File: config.mk
export PLATFORM = sky130hd
export DESIGN_NAME = pipe_mem_arbiter
export DESIGN_NICKNAME = d
export VERILOG_FILES = /design/src/rtl/pipe_mem_pkg.sv /design/src/rtl/mem_arb_watchdog.sv /design/src/rtl/pipe_mem_arbiter.sv
export SDC_FILE = /design/constraint.sdc
export NUM_CORES = 1
export LEC_CHECK = 0
export CORE_ASPECT_RATIO = 1.25
export CORE_MARGIN = 2
export CORE_UTILIZATION = 45
export CTS_BUF_LIST = sky130_fd_sc_hd__clkbuf_4
export DETAILED_ROUTE_END_ITERATION = 8
export GPL_TIMING_DRIVEN = 0
export PLACE_DENSITY_LB_ADDON = 0.3
export SETUP_SLACK_MARGIN = 0.05
export SYNTH_ARGS = -nofsm -noshare
export SYNTH_HDL_FRONTEND = slang
export SYNTH_SLANG_ARGS = --single-unit
File: constraint.sdc
create_clock -name clk_i -period 5.52 [get_ports clk_i]
set_clock_uncertainty 0.2 [all_clocks]
set_input_delay 1.104 -clock clk_i [delete_from_list [all_inputs] [get_ports clk_i]]
set_output_delay 1.104 -clock clk_i [all_outputs]
set_load 0.05 [all_outputs]
File: src/rtl/pipe_mem_pkg.sv
// Shared types and defaults for the IF/MEM single-port RAM arbiter.
// State encoding, default widths and the watchdog timeout default.
package pipe_mem_pkg;

    typedef enum logic [1:0] {
        IDLE = 2'd0,
        DATA = 2'd1,
        INST = 2'd2
    } arb_state_t;

    localparam int ADDR_W_DEF  = 32;
    localparam int DATA_W_DEF  = 32;
    localparam int TIMEOUT_DEF = 255;

endpackage

File: src/rtl/mem_arb_watchdog.sv
// Busy-cycle counter that pulses expire when a RAM access hangs.
// TIMEOUT of 0 disables the pulse entirely.
module mem_arb_watchdog
    import pipe_mem_pkg::*;
#(
    parameter int TIMEOUT = TIMEOUT_DEF
) (
    input  logic clk_i,
    input  logic rst_i,
    input  logic clr_i,
    input  logic en_i,
    output logic expire_o
);

    localparam int CW = (TIMEOUT > 1) ? $clog2(TIMEOUT + 1) : 1;

    logic [CW-1:0] cnt;

    // Count waiting cycles; cleared whenever no access is in flight.
    always_ff @(posedge clk_i) begin
        if (rst_i || clr_i) begin
            cnt <= '0;
        end else if (en_i) begin
            cnt <= cnt + CW'(1);
        end
    end

    // Fires in the cycle whose count step would reach TIMEOUT.
    assign expire_o = (TIMEOUT != 0) && en_i
                    && (cnt == CW'(TIMEOUT - 1));

endmodule

File: src/rtl/pipe_mem_arbiter.sv
// Arbitrates one single-port RAM between instruction fetch and MEM stage.
// MEM (older instruction) wins; stall holds the pipe until all are done.
module pipe_mem_arbiter
    import pipe_mem_pkg::*;
#(
    parameter int ADDR_W  = ADDR_W_DEF,
    parameter int DATA_W  = DATA_W_DEF,
    parameter int TIMEOUT = TIMEOUT_DEF
) (
    input  logic              clk_i,
    input  logic              rst_i,
    input  logic              if_req_i,
    input  logic [ADDR_W-1:0] if_addr_i,
    input  logic              mem_read_i,
    input  logic              mem_write_i,
    input  logic [ADDR_W-1:0] mem_addr_i,
    input  logic [DATA_W-1:0] mem_wdata_i,
    output logic [DATA_W-1:0] if_rdata_o,
    output logic [DATA_W-1:0] mem_rdata_o,
    output logic              stall_o,
    output logic              err_o,
    output logic              ram_req_o,
    output logic              ram_we_o,
    output logic [ADDR_W-1:0] ram_addr_o,
    output logic [DATA_W-1:0] ram_wdata_o,
    input  logic [DATA_W-1:0] ram_rdata_i,
    input  logic              ram_ack_i
);

    arb_state_t state;
    logic       data_done;
    logic       inst_done;
    logic       pend_d;
    logic       pend_i;
    logic       busy;
    logic       expire;

    assign pend_d  = (mem_read_i | mem_write_i) & ~data_done;
    assign pend_i  = if_req_i & ~inst_done;
    assign busy    = (state != IDLE);
    assign stall_o = pend_d | pend_i | busy;

    mem_arb_watchdog #(
        .TIMEOUT (TIMEOUT)
    ) u_wdog (
        .clk_i    (clk_i),
        .rst_i    (rst_i),
        .clr_i    (~busy),
        .en_i     (busy & ~ram_ack_i),
        .expire_o (expire)
    );

    // Arbitration FSM; all RAM-side and result outputs are registered.
    always_ff @(posedge clk_i) begin
        if (rst_i) begin
            state       <= IDLE;
            data_done   <= 1'b0;
            inst_done   <= 1'b0;
            err_o       <= 1'b0;
            ram_req_o   <= 1'b0;
            ram_we_o    <= 1'b0;
            ram_addr_o  <= '0;
            ram_wdata_o <= '0;
            if_rdata_o  <= '0;
            mem_rdata_o <= '0;
        end else begin
            unique case (state)
                IDLE: begin
                    if (pend_d) begin
                        state       <= DATA;
                        ram_req_o   <= 1'b1;
                        ram_addr_o  <= mem_addr_i;
                        ram_wdata_o <= mem_wdata_i;
                        ram_we_o    <= mem_write_i;
                        if (mem_read_i && mem_write_i) begin
                            err_o <= 1'b1;
                        end
                    end else if (pend_i) begin
                        state      <= INST;
                        ram_req_o  <= 1'b1;
                        ram_addr_o <= if_addr_i;
                        ram_we_o   <= 1'b0;
                    end else begin
                        data_done <= 1'b0;
                        inst_done <= 1'b0;
                    end
                end
                DATA: begin
                    if (ram_ack_i) begin
                        if (!ram_we_o) begin
                            mem_rdata_o <= ram_rdata_i;
                        end
                        data_done <= 1'b1;
                        state     <= IDLE;
                        ram_req_o <= 1'b0;
                        ram_we_o  <= 1'b0;
                    end else if (expire) begin
                        err_o     <= 1'b1;
                        data_done <= 1'b1;
                        state     <= IDLE;
                        ram_req_o <= 1'b0;
                        ram_we_o  <= 1'b0;
                    end
                end
                INST: begin
                    if (ram_ack_i) begin
                        if_rdata_o <= ram_rdata_i;
                        inst_done  <= 1'b1;
                        state      <= IDLE;
                        ram_req_o  <= 1'b0;
                    end else if (expire) begin
                        err_o     <= 1'b1;
                        inst_done <= 1'b1;
                        state     <= IDLE;
                        ram_req_o <= 1'b0;
                    end
                end
                default: begin
                    state     <= IDLE;
                    ram_req_o <= 1'b0;
                    ram_we_o  <= 1'b0;
                end
            endcase
        end
    end

endmodule

==> impl_metrics.tcl <==
set metrics [dict create \
    finalCriticalPeriod_ns 4.30 \
    grt_pass1_vias 5249 \
    crit_path_start_kind "input pin" \
    rrSetupSlack_ns 3.45 \
    slew_headroom_pct 57.6 \
    syn-num-nets 830 \
    cts-root-buf "clkbuf_4" \
    hold_start "mem_rdata_o[31]$_SDFFE_PP0P_" \
    maxSlewViolCount 0 \
    p_leak_nw 3.17 \
    crit_type "input pin to primary output" \
    avgSynthCellArea_um2 8.07 \
    cap_violations 0 \
    cts_buffers 17 \
    crit_path_start "mem_write_i" \
    drt-pass1-iter-count 4 \
    r2r_cells 7 \
    grt_max_degree 17 \
    tightestPinTransition_ns 0.637 \
    cts-htree-levels 4 \
    drt_iter0_markers 178 \
    routed-via-count 5621 \
    clk_latency_ns 0.51 \
    ir_worst_vdd_mv 0.174 \
    viasPerCell 4.89 \
    cts_setup_buffers 0 \
    ys_ff_latch 143 \
    min_to "mem_rdata_o[31]$_SDFFE_PP0P_" \
    rsz0062_at_grt "false" \
    cp_data_required_time_ns 4.22 \
    final_nets 1113 \
    max_freq_mhz 232 \
    placed_area_um2 8410 \
    syn_to_final_growth_pct 56.5 \
    hold_viol 0 \
    ys_warn_count 0 \
    multi_input_area_um2 2400 \
    wl_per_cell_um 14.2 \
    die_y_um 128 \
    die_x_um 103 \
    yosysSeqAreaShare_pct 51.4 \
    cts_tree "done" \
    r2r_end "state[0]$_SDFFE_PP0P_" \
    antenna_found_initial 1 \
    grt_use_total_pct 24.3 \
    netlist_area_um2 5570 \
    syn_inst 690 \
    finalWeightedCongestion 0.808 \
    status "completed" \
    drive_gt1_share_pct 7.41 \
    fin_area_um2 8710 \
    synth-edff-count 0 \
    total_power_mw 3.03 \
    min_path_cells 2 \
    grt_pass1_wl_um 25100 \
    grt_overflow 0 \
    setup_viol 0 \
    initial_utilization_pct 46.0 \
    dieArea_um2 13300 \
    fillers 993 \
    drc_errors 0 \
    powerDensity_nw_per_um2 348 \
    end_kind "primary output" \
    clock_sinks 143 \
    cts_resized 0 \
    synth-async-reset-ratio_pct 0 \
    clk_pin_slew_ns 0.11 \
    hpwl_um 12600 \
    io_pins 266 \
    fp-row-count 45 \
    coreArea_um2 12100 \
    ant_nets 0 \
    min_period_over_period_pct 78.0 \
    port-buffer-count 264 \
    routed_wl_um 16300 \
    holdBufCountCts 0 \
    seq_area_um2 2860 \
    cts_max_path_buffers 2 \
    hp-class "register to register" \
    synth-main-ff-cell "dfxtp_1" \
    cp.arrival_ns 3.00 \
    synthDistinctLibCells 39 \
    rr_startpoint "state[0]$_SDFFE_PP0P_" \
    tns_ns 0 \
    cp_max_fo 8 \
]
-- per-stage QoR --
step / utilization (%) / std cells / worst slack [ns] / hold WS (ns)
detailed placement: 69.5 / 1118 / 1.24 / 0.245
CTS: 71.9 / 1149 / 1.22 / 0.263
floorplan: - / 690 / 2.50 / 0.258
global placement: 69.5 / 1118 / 1.24 / 0.241
global route: 72.0 / 1150 / 1.17 / 0.279
finish: 72.0 / 1150 / 1.22 / 0.258
-- where the power goes --
| part | total (mW) | internal (mW) | leakage [nW] | switching (mW) |
|---|---|---|---|---|
| clock | 0.687 | 0.310 | 0.144 | 0.377 |
| sequential | 1.20 | 1.15 | 1.17 | 0.0570 |
| combinational | 1.14 | 0.416 | 1.86 | 0.723 |
-- worst max-delay path, stage by stage --
cell	delay, ns
clkdlybuf4s50_1	0.58
o21bai_4	0.15
and3_1	0.22
inv_1	0.11
clkdlybuf4s50_1	0.83
-- logic make-up (layout without fill, tap and decap cells) --
family	Yosys count	after routing	synth area share, %
XOR/XNOR	6	6	0.944
other	0	1	0
AND/OR/NAND/NOR	328	328	23.4
AO/OA/AOI/OAI	147	147	17.4
adder cells (fa/ha/maj)	6	6	1.35
flip-flops	143	143	51.4
multiplexers	1	1	0.180
buffers and inverters	59	354	5.37
-- cell type report --
| cell class | count | share of cell area, % |
|---|---|---|
| diodes | 1 | 0.0287 |
| repair buffers | 264 | 30.3 |
| clock buffers | 17 | 1.46 |
| clock inverters | 14 | 1.92 |
| plain buffers | 52 | 3.13 |
| well taps | 164 | 2.36 |
| flip-flops and latches | 143 | 32.9 |
| multi-input cells | 488 | 27.6 |
| inverters | 7 | 0.302 |
-- cells in the mapped netlist, drive strengths merged (3+ instances only) --
cell type	n	area [um2]
nand2	260	976
nor2	44	165
nand2b	5	31.3
a311oi	32	343
nand3b	3	22.5
clkbuf	25	93.8
a21oi	101	505
o21ai	3	15.0
ha	6	75.1
inv	7	26.3
or3	3	18.8
buf	27	179
xnor2	4	35.0
dfxtp	143	2860
o31ai	3	22.5
-- sequential cells by signal, summed over array words and instances (netlist names) --
name	count
if_rdata_o	32
mem_rdata_o	32
ram_wdata_o	32
ram_we_o	1
ram_req_o	1
inst_done	1
ram_addr_o	32
data_done	1
err_o	1
state	2
u_wdog.cnt	8
-- routing by layer --
metal / up-vias / global-route usage (%) / part of all wire [%]
li1: 2857 / - / -
met1: 2518 / 25.4 / 36
met2: 226 / 43.6 / 53
met3: 20 / 8.64 / 9.5
met4: 0 / 9.37 / 1.7
met5: - / 0 / 0
-- worst max-delay path by stage --
| stage | end | slack, ns | cells past startpoint |
|---|---|---|---|
| after floorplan | stall_o | 2.50 | 3 |
| after global placement | stall_o | 1.24 | 5 |
| after detailed placement | stall_o | 1.24 | 5 |
| after CTS | stall_o | 1.22 | 5 |
| after global routing | stall_o | 1.17 | 5 |
| final | stall_o | 1.22 | 5 |
-- layout by cell type, fill, tap and decap left out, drive strengths merged, types with 2 or more instances in the layout --
master,count
nor3,2
a311oi,32
nand3,2
xor2,2
ha,6
o21ai,3
clkdlybuf4s50,264
nand3b,3
o31ai,3
nor2b,2
nand2b,5
a21oi,101
clkinv,5
clkbuf,42
bufinv,3
or3,3
dfxtp,143
inv,8
nand2,260
nand4b,2
clkinvlp,5
o21bai,2
nor2,44
buf,27
xnor2,4
Note: power is estimated with default switching activity, not from simulation.
